File: src/rtl/banana_motion_ctrl.sv
// Falling banana: launch, per-frame gravity, edge-qualified catch, floor miss.
// Position kept in signed fixed point; pixel outputs are its integer part.
module banana_motion_ctrl #(
  parameter int FIXED_POINT_MULT = 64,
  parameter int START_Y          = 32,
  parameter int FLOOR_Y          = 448,
  parameter int INIT_SPEED       = 40,
  parameter int GRAVITY          = 4,
  parameter int MAX_SPEED        = 320,
  parameter int HIT_FRAMES       = 8
) (
  input  logic        clk,
  input  logic        resetN,
  input  logic        startOfFrame,
  input  logic        launch,
  input  logic [10:0] launchX,
  input  logic        collision,
  input  logic [3:0]  HitEdgeCode,
  output logic [10:0] topLeftX,
  output logic [10:0] topLeftY,
  output logic        appear,
  output logic        busy,
  output logic        caught,
  output logic        missed
);

  localparam int SH = $clog2(FIXED_POINT_MULT);
  localparam int CW = $clog2(HIT_FRAMES) + 1;

  localparam logic signed [31:0] L_START =
    32'(START_Y * FIXED_POINT_MULT);
  localparam logic signed [31:0] L_FLOOR =
    32'(FLOOR_Y * FIXED_POINT_MULT);
  localparam logic signed [31:0] L_INIT = 32'(INIT_SPEED);
  localparam logic signed [31:0] L_GRAV = 32'(GRAVITY);
  localparam logic signed [31:0] L_MAX  = 32'(MAX_SPEED);
  localparam logic [CW-1:0]      L_LAST = CW'(HIT_FRAMES - 1);

  typedef enum logic [1:0] {
    IDLE,
    FALL,
    HIT
  } state_t;

  state_t             r_state;
  logic signed [31:0] r_x;
  logic signed [31:0] r_y;
  logic signed [31:0] r_spd;
  logic               r_hit;
  logic [3:0]         r_acc;
  logic [CW-1:0]      r_cnt;

  logic               w_hit_now;
  logic               w_vert;
  logic               w_side;
  logic               w_floor;
  logic signed [31:0] w_spd_base;
  logic signed [31:0] w_spd_inc;
  logic signed [31:0] w_spd_sat;
  logic signed [31:0] w_y_sum;
  logic signed [31:0] w_x_fp;
  logic signed [31:0] w_x_px;
  logic signed [31:0] w_y_px;
  logic               w_unused;

  assign w_hit_now  = collision && (HitEdgeCode != 4'h0);
  assign w_vert     = r_acc[2] | r_acc[0];
  assign w_side     = r_hit && !w_vert;
  // A side-only touch stalls the fall: speed restarts from zero.
  assign w_spd_base = w_side ? 32'sd0 : r_spd;
  assign w_y_sum    = r_y + w_spd_base;
  assign w_spd_inc  = w_spd_base + L_GRAV;
  assign w_spd_sat  = (w_spd_inc > L_MAX) ? L_MAX : w_spd_inc;
  assign w_floor    = !r_hit && (w_y_sum >= L_FLOOR);
  assign w_x_fp     = 32'(launchX) << SH;

  assign w_x_px   = r_x >>> SH;
  assign w_y_px   = r_y >>> SH;
  assign topLeftX = w_x_px[10:0];
  assign topLeftY = w_y_px[10:0];
  assign w_unused = ^{w_x_px[31:11], w_y_px[31:11]};

  always_ff @(posedge clk or negedge resetN) begin
    if (!resetN) begin
      r_state <= IDLE;
      r_x     <= '0;
      r_y     <= '0;
      r_spd   <= '0;
      r_hit   <= 1'b0;
      r_acc   <= 4'h0;
      r_cnt   <= '0;
      appear  <= 1'b0;
      busy    <= 1'b0;
      caught  <= 1'b0;
      missed  <= 1'b0;
    end else begin
      caught <= 1'b0;
      missed <= 1'b0;
      unique case (r_state)
        IDLE: begin
          if (launch) begin
            r_state <= FALL;
            r_x     <= w_x_fp;
            r_y     <= L_START;
            r_spd   <= L_INIT;
            r_hit   <= 1'b0;
            r_acc   <= 4'h0;
            appear  <= 1'b1;
            busy    <= 1'b1;
          end
        end
        FALL: begin
          if (startOfFrame) begin
            if (r_hit && w_vert) begin
              r_state <= HIT;
              r_cnt   <= '0;
              caught  <= 1'b1;
            end else if (w_floor) begin
              r_state <= IDLE;
              appear  <= 1'b0;
              busy    <= 1'b0;
              missed  <= 1'b1;
            end else begin
              r_y   <= w_y_sum;
              r_spd <= w_spd_sat;
              // Same-cycle collision belongs to the next frame.
              r_hit <= w_hit_now;
              r_acc <= w_hit_now ? HitEdgeCode : 4'h0;
            end
          end else if (w_hit_now) begin
            r_hit <= 1'b1;
            r_acc <= r_acc | HitEdgeCode;
          end
        end
        HIT: begin
          if (startOfFrame) begin
            if (r_cnt == L_LAST) begin
              r_state <= IDLE;
              appear  <= 1'b0;
              busy    <= 1'b0;
            end else begin
              r_cnt <= r_cnt + 1'b1;
            end
          end
        end
        default: r_state <= IDLE;
      endcase
    end
  end

endmodule

File: config.mk
export PLATFORM = sky130hd
export DESIGN_NAME = banana_motion_ctrl
export DESIGN_NICKNAME = d
export VERILOG_FILES = /design/src/rtl/banana_motion_ctrl.sv
export SDC_FILE = /design/constraint.sdc
export NUM_CORES = 1
export LEC_CHECK = 0
export BUFFER_PORTS_ARGS = -buffer_cell sky130_fd_sc_hd__buf_2
export CAP_MARGIN = 0
export CORE_AREA = 2 2 156 112
export DETAILED_ROUTE_END_ITERATION = 7
export DIE_AREA = 0 0 158 114
export PLACE_DENSITY = 0.58
export SLEW_MARGIN = 15
export SYNTH_ARGS = -nofsm -noshare
export SYNTH_HDL_FRONTEND = slang
export SYNTH_SLANG_ARGS = --single-unit
File: constraint.sdc
create_clock -name clk -period 7.7 [get_ports clk]
set_clock_uncertainty 0.2 [all_clocks]
set_input_delay 1.925 -clock clk [delete_from_list [all_inputs] [get_ports clk]]
set_output_delay 1.925 -clock clk [all_outputs]
set_load 0.05 [all_outputs]
==> results.txt, run 1 <==
Post-Syn Nets = 931
Initial antenna violation count = 0
Die Y = 114 µm
Vias in the first global route = 6,162
Simple-gate share of the synthesized area = 22.56%
Fin crit share = 83.09%
# rows = 40
Port bufs = 45
Core area = 16,720 µm²
Xor/xnor share of the synthesized area = 3.589%
Clock share of power = 23.5%
Max-cap viol count = 0
Pint = 0.001040 W
WHS Path Cells = 2
Worst min path class = flip-flop to flip-flop
Commonest non-fill, non-tap cell in the layout = nand2_1
Synth Area in Compound Gates = 29.44%
DRC Markers = 0
Seq cells post-synth = 87
DP HPWL = 16,060 µm
Setup violations, final = 0
Leakage = 3.373 nW
Worst-path maximum fanout = 59
Synth unique cells = 95
Gate power share = 45.0%
Total Power Consumption = 0.001969 W
RSZ-0062 raised after global routing = false
Global-route wire length before repair = 34,730 µm
FMAX = 156.3 MHz
Initial core utilization = 43.80%
Clk Latency, worst-skew pair = 0.35 ns
Syn Area/Cell = 8.311 µm²
Post-synthesis adder-cell area fraction = 5.366%
Iter 0 DRT Violations = 922
Postcts setup bufs = 0
Post-route ant nets = 0
Ys async rst share = 100.0%
Cts bufs inserted = 9
Final core occ = 46.83%
Synthesized cell area = 7322 µm²
Number of flops mapped to enable cells by yosys = 0
Top Ports = 46
R2R cell count = 15
Maximum number of pins on one net before global-route repair = 65
CTS root buf = clkbuf_16
Worst Path Arrival = 6.49 ns
Post-route cell area = 7828 µm²
Relative slew slack = 22.43%
Clk slew on worst S/H paths = 0.07 ns
Die area = 18,010 µm²
Mapped Cells = 881
Crit path kind = flip-flop to flip-flop
Final Critical Period = 6.398 ns
Vias per cell = 6.165
Main combinational cell family by area after synthesis = compound AO/OA/AOI/OAI gates
Final net count = 921
GR Util All Layers = 24.75%
RePlAce Congestion = 0.9415
Sequential fraction of the synthesis area = 29.73%
Fin. Hold Viols = 0
Final WL = 21,590 µm
Post-synthesis mux area share = 2.666%
CTS H-Tree Depth = 3
Flop pwr share = 31.5%
CTS tree = built
# clock sinks = 87
Drt first pass iters = 5
Layout cells sized above 1 = 12.67%
Synth Flop Type = dfrtp_1
Outcome = finished clean
Post-CTS Hold Buffers = 0
CTS max path bufs = 2
Fin Setup TNS = 0 ns
Vias post-DR = 6,831
Data required, critical path = 7.79 ns
Wire per inst = 19.49 µm
Worst Setup Start Kind = flip-flop
NetSw = 0.0009284 W
Peak supply drop = 0.2295 mV
Fin. max-slew vios = 0
Aggregate global routing overflow = 0
Commonest non-fill, non-tap cells in the layout = nand2_1 (89), dfrtp_1 (87), o21ai_0 (60)
Placed Area = 7520 µm²
Sw frac = 47.16%
Setup crit end kind = flip-flop
CTS resizes = 0
Die X-Extent = 158 µm
Yosys warning total = 0
Worst-Margin Slew = 1.159 ns
Power density cells = 251.5 nW/µm²
Area growth, synth to finish = 6.904%
==> sequential cells by signal, summed over array words and instances (netlist names), 2 cells and up <==
name,count
r_spd,32
r_y,32
r_x,11
r_cnt,4
r_acc,2
r_state,2
==> area by class of cell <==
| type | instances | area [µm²] |
|---|---|---|
| Fill cell | 1648 | 8889 |
| Inverter | 30 | 112.6 |
| Multi-Input combinational cell | 693 | 4676 |
| Antenna cell | 1 | 2.502 |
| Sequential cell | 87 | 2177 |
| Timing Repair Buffer | 50 | 265.3 |
| Clock buffer | 9 | 225.2 |
| Clock inverter | 7 | 80.08 |
| Tap cell | 231 | 289.0 |
==> final timing paths <==
check | start | endpoint | slack [ns]
max | r_hit$_DFFE_PN0P_ | r_y[18]$_DFFE_PN0P_ | 1.30
min in group asynchronous | resetN | r_y[16]$_DFFE_PN0P_ | 1.26
max reg2reg | r_hit$_DFFE_PN0P_ | r_y[18]$_DFFE_PN0P_ | 1.30
max in group asynchronous | resetN | r_x[16]$_DFFE_PN0P_ | 4.91
min reg2reg | r_y[17]$_DFFE_PN0P_ | r_y[17]$_DFFE_PN0P_ | 0.29
min | r_y[17]$_DFFE_PN0P_ | r_y[17]$_DFFE_PN0P_ | 0.29
==> metal layers <==
layer,up-vias,track usage [%],part of all wire [%]
met5,-,0,0
met4,0,3.604,0.59
met3,12,4.369,8.3
met2,276,33.16,39
met1,3264,41.09,53
li1,3279,-,-
==> worst max-delay path, stage by stage, from the launching register on <==
cell and delay, ns:
dfrtp_1 0.58, or3b_4 0.70, nand2_1 0.21, inv_1 0.06, ha_1 0.51, nand2_1 0.16
o21ai_0 0.58, a21oi_1 0.13, o21ai_0 0.62, o41ai_1 0.11, a41o_1 0.23, a2111oi_2 0.46
nor4b_4 0.12, a22oi_2 0.42, a2bb2oi_4 0.88, a22o_1 0.30
==> power by group through the flow <==
| stage | clock, W | combinational [W] | sequential, W |
|---|---|---|---|
| after global placement | 0 | 0.000877 | 0.000622 |
| after detailed placement | 0 | 0.000879 | 0.000623 |
| after global routing | 0.000492 | 0.000953 | 0.000636 |
| after floorplan | 0 | 0.000611 | 0.000690 |
| after CTS | 0.000474 | 0.000881 | 0.000617 |
| final | 0.000462 | 0.000886 | 0.000620 |
==> logic make-up after synthesis <==
group                    after synthesis
AO/OA/AOI/OAI                        302
adder cells (fa/ha/maj)               31
AND/OR/NAND/NOR                      312
buffers and inverters                101
XOR/XNOR                              30
multiplexers                          18
flip-flops                            87
==> cell usage after synthesis, types with 15 or more instances <==
cell type / number / area (µm²)
nor3_1: 22 / 110.1
a21oi_1: 51 / 255.2
o211ai_1: 17 / 127.6
nand3_1: 24 / 120.1
a21o_1: 19 / 142.6
inv_1: 30 / 112.6
a22o_1: 17 / 148.9
dfrtp_1: 87 / 2177
o21ai_0: 60 / 300.3
nand4_1: 15 / 93.84
nor2_1: 52 / 195.2
clkbuf_1: 36 / 135.1
buf_2: 17 / 85.08
xnor2_1: 16 / 140.1
and2_1: 21 / 131.4
nand2_1: 89 / 334.1
and3_1: 22 / 137.6
ha_1: 29 / 362.9
==> per-stage QoR <==
stage               worst slack (ns)  cells  hold WS, ns
finish                         1.302   1108       0.2899
global route                  0.8959   1107       0.3110
CTS                            1.516   1107       0.2924
detailed placement             1.555   1091       0.2772
global placement               1.533   1091       0.2824
floorplan                      2.119    881       0.2563
Power figures use the tool's default switching activity.
==> inputs of run 2 (changes only) <==
Settings changed: ABC_AREA set to 1, CORE_AREA 2 2 156 112 to 2 2 157 113, DIE_AREA 0 0 158 114 to 0 0 159 115, PLACE_DENSITY 0.58 to 0.59.
Clock period 7.7 ns to 6.12 ns, I/O delays scaled along.
==> run 2 against run 1 <==
Effect of this change: first-iteration DRC count is 9.2% lower; clock-buffer cell count stayed put; register-to-register slack worse by 0.18 ns; sequential power is 19% higher; total power is 21% higher; synthesized area is 2.0% higher; highest routed layer unchanged.
==> results.txt, run 2 <==
Final net count = 1,225 (+33%)
Worst Path Arrival = 5.08 ns (-1.41 ns)
Fin. Hold Viols = 0 (unchanged)
GR Util All Layers = 24.91% (+0.16 points)
Die X-Extent = 159 µm (+0.63%)
Fin crit share = 81.59% (-1.5 points)
Setup crit end kind = flip-flop
Most common cell in the netlist = nand2_1
Vias post-DR = 7,421 (+8.6%)
Synthesized cell area = 7467 µm² (+2.0%)
Syn Area/Cell = 6.448 µm² (-22%)
Power density cells = 298.2 nW/µm² (+19%)
Cts bufs inserted = 9 (unchanged)
Worst min path class = flip-flop to flip-flop
Data required, critical path = 6.20 ns (-1.59 ns)
Relative slew slack = 29.37% (+6.9 points)
Aggregate global routing overflow = 0 (unchanged)
Die Y = 115 µm (+0.88%)
Seq cells post-synth = 87 (unchanged)
R2R Setup Slk = 1.13 ns (-0.18 ns)
Core area = 16,820 µm² (+0.60%)
Yosys warning total = 0 (unchanged)
CTS max path bufs = 2 (unchanged)
Worst reg2reg startpoint = r_acc[0]$_DFFE_PN0P_
# diodes = 0 (-1)
Initial core utilization = 44.40% (+0.60 points)
R2R cell count = 21 (+6)
Worst Setup Start Kind = flip-flop
Vias per cell = 5.259 (-15%)
Final WL = 21,840 µm (+1.1%)
FMAX = 200.3 MHz (+28%)
Largest regs = r_spd: 32 flops, r_y: 32 flops, r_x: 11 flops
Worst-path maximum fanout = 106 (+80%)
Leakage = 3.925 nW (+16%)
WHS Path Cells = 2 (unchanged)
Post-CTS Hold Buffers = 0 (unchanged)
Top cells by area, synth = dfrtp_1 (29%), nand2_1 (20%), nor2_1 (6.3%)
Area growth, synth to finish = 7.205%
DRC Markers = 0 (unchanged)
CTS root buf = clkbuf_16
Commonest non-fill, non-tap cell in the layout = nand2_1
Crit path kind = flip-flop to flip-flop
Die area = 18,290 µm² (+1.5%)
Dominant cell type by area after synthesis = dfrtp_1
Post-route ant nets = 0 (unchanged)
Max-cap viol count = 0 (unchanged)
Fin Setup TNS = 0 ns (unchanged)
Clk Latency, worst-skew pair = 0.36 ns (about the same)
CTS tree = built
Initial antenna violation count = 0 (unchanged)
Vias in the first global route = 6,695 (+8.6%)
Layout cells sized above 1 = 10.93% (-1.7 points)
Ys async rst share = 100.0% (unchanged)
Drt first pass iters = 8 (+3)
Top Ports = 46 (unchanged)
WHS Endpoint = busy$_DFFE_PN0P_
Setup violations, final = 0 (unchanged)
Worst hold slack = 0.2943 ns (+0.004429 ns)
RePlAce Congestion = 1.027 (+9.0%)
Post-Syn Nets = 1,208 (+30%)
Worst flop-to-flop path endpoint = r_y[25]$_DFFE_PN0P_
# rows = 40 (unchanged)
Hold_sp = busy$_DFFE_PN0P_
RSZ-0062 raised after global routing = false
Final Critical Period = 4.993 ns (-1.404 ns)
Postcts setup bufs = 0 (unchanged)
Commonest non-fill, non-tap cells in the layout = nand2_1 (394), nor2_1 (126), inv_1 (119)
Number of flops mapped to enable cells by yosys = 0 (unchanged)
CTS H-Tree Depth = 3 (unchanged)
Iter 0 DRT Violations = 837 (-9.2%)
Port bufs = 45 (unchanged)
Wire per inst = 15.47 µm (-21%)
Clk slew on worst S/H paths = 0.07 ns (about the same)
Sequential fraction of the synthesis area = 29.16% (-0.58 points)
DP HPWL = 17,100 µm (+6.5%)
Mapped Cells = 1,158 (+31%)
Top-area cell type share of the netlist area = 29.16% (-0.58 points)
Worst-Margin Slew = 1.059 ns (-0.09998 ns)
# clock sinks = 87 (unchanged)
Top cells by count, synth = nand2_1 (394), nor2_1 (126), inv_1 (119), dfrtp_1 (87), nand3_1 (84)
Peak supply drop = 0.3120 mV (+36%)
Global-route wire length before repair = 36,000 µm (+3.7%)
Outcome = finished clean
CTS resizes = 0 (unchanged)
Synth Flop Type = dfrtp_1
Maximum number of pins on one net before global-route repair = 107 (+65%)
Synth unique cells = 51 (-46%)
Fin. max-slew vios = 0 (unchanged)
==> run 2: cell types whose count changed in the layout (fill, tap and decap cells not counted), sizes merged, moves of 15 or more <==
cell	delta
o21ai	+15
and2	-17
nor2	+85
a22o	-17
inv	+100
a21oi	-18
o211ai	-18
nand3	+66
a21o	-18
and3	-21
nand2	+323
==> run 2: kinds of logic (layout without fill, tap and decap cells) <==
kind of cell | count (synthesis) | in the layout | synth area share (%)
mux | 11 | 11 | 1.659
compound gates | 139 | 139 | 10.22
flops | 87 | 87 | 29.16
xor+xnor | 17 | 17 | 1.994
buf+inv | 170 | 192 | 10.82
fa+ha+maj | 30 | 30 | 5.127
simple gates | 704 | 704 | 41.02
==> run 2: layer usage <==
layer  global-route usage (%)  vias to the layer above  share of wire [%]
met4                    6.242                        0                1.9
met1                    38.63                     3354                 53
li1                         -                     3766                  -
met5                        0                        -                  0
met3                    5.736                       36                8.2
met2                    34.41                      265                 37
==> run 2: per-stage QoR <==
stage                     power [W]  utilization, %  area, µm²  setup WS, ns  instances
after CTS                  0.002409           47.60       8005         1.017       1411
after floorplan            0.001657               -       7467         2.538       1158
final                      0.002387           47.60       8005         1.127       1411
after global routing       0.002555           47.60       8005        0.5668       1411
after global placement     0.001792           45.71       7687         1.084       1395
after detailed placement   0.001795           45.71       7687         1.058       1395
==> run 2: worst max path at each step <==
| stage | from | end | slack, ns |
|---|---|---|---|
| 2_1_floorplan | r_hit$_DFFE_PN0P_ | r_y[10]$_DFFE_PN0P_ | 2.54 |
| 3_3_place_gp | r_acc[0]$_DFFE_PN0P_ | r_y[25]$_DFFE_PN0P_ | 1.08 |
| 3_5_place_dp | r_acc[0]$_DFFE_PN0P_ | r_y[25]$_DFFE_PN0P_ | 1.06 |
| 4_1_cts | r_acc[0]$_DFFE_PN0P_ | r_y[25]$_DFFE_PN0P_ | 1.02 |
| 5_1_grt | r_acc[0]$_DFFE_PN0P_ | r_y[28]$_DFFE_PN0P_ | 0.57 |
| 6_report | r_acc[0]$_DFFE_PN0P_ | r_y[25]$_DFFE_PN0P_ | 1.13 |
==> run 2: final cells by class <==
class                   instances  area, µm²
repair buffers                 49      257.7
flip-flops and latches         87       2177
clock inverters                 7      92.59
inverters                     127      479.2
well taps                     231      289.0
clock buffers                   9      225.2
multi-input cells             901       4484
fillers                      1782       8811
==> run 2: critical path, cell delays in order (launching register included) <==
cell and delay [ns]:
dfrtp_1 0.41, nor2_2 0.14, nand2_2 0.21, buf_4 0.33, nand2_1 0.23, inv_2 0.08, ha_1 0.27, inv_1 0.08
o21ai_0 0.26, nor2_1 0.07, nand2_1 0.11, nand3_1 0.13, nand2_1 0.13, nand2_1 0.14, o21ai_1 0.28, xor2_1 0.14
nor2_1 0.30, nand3_2 0.14, nand2_4 0.70, buf_4 0.38, nand2_1 0.07, o21ai_1 0.09
==> run 2: report_power, final <==
group	switching, W	internal, W
sequential	0.0000754	0.000663
clock	0.000276	0.000329
combinational	0.000796	0.000248
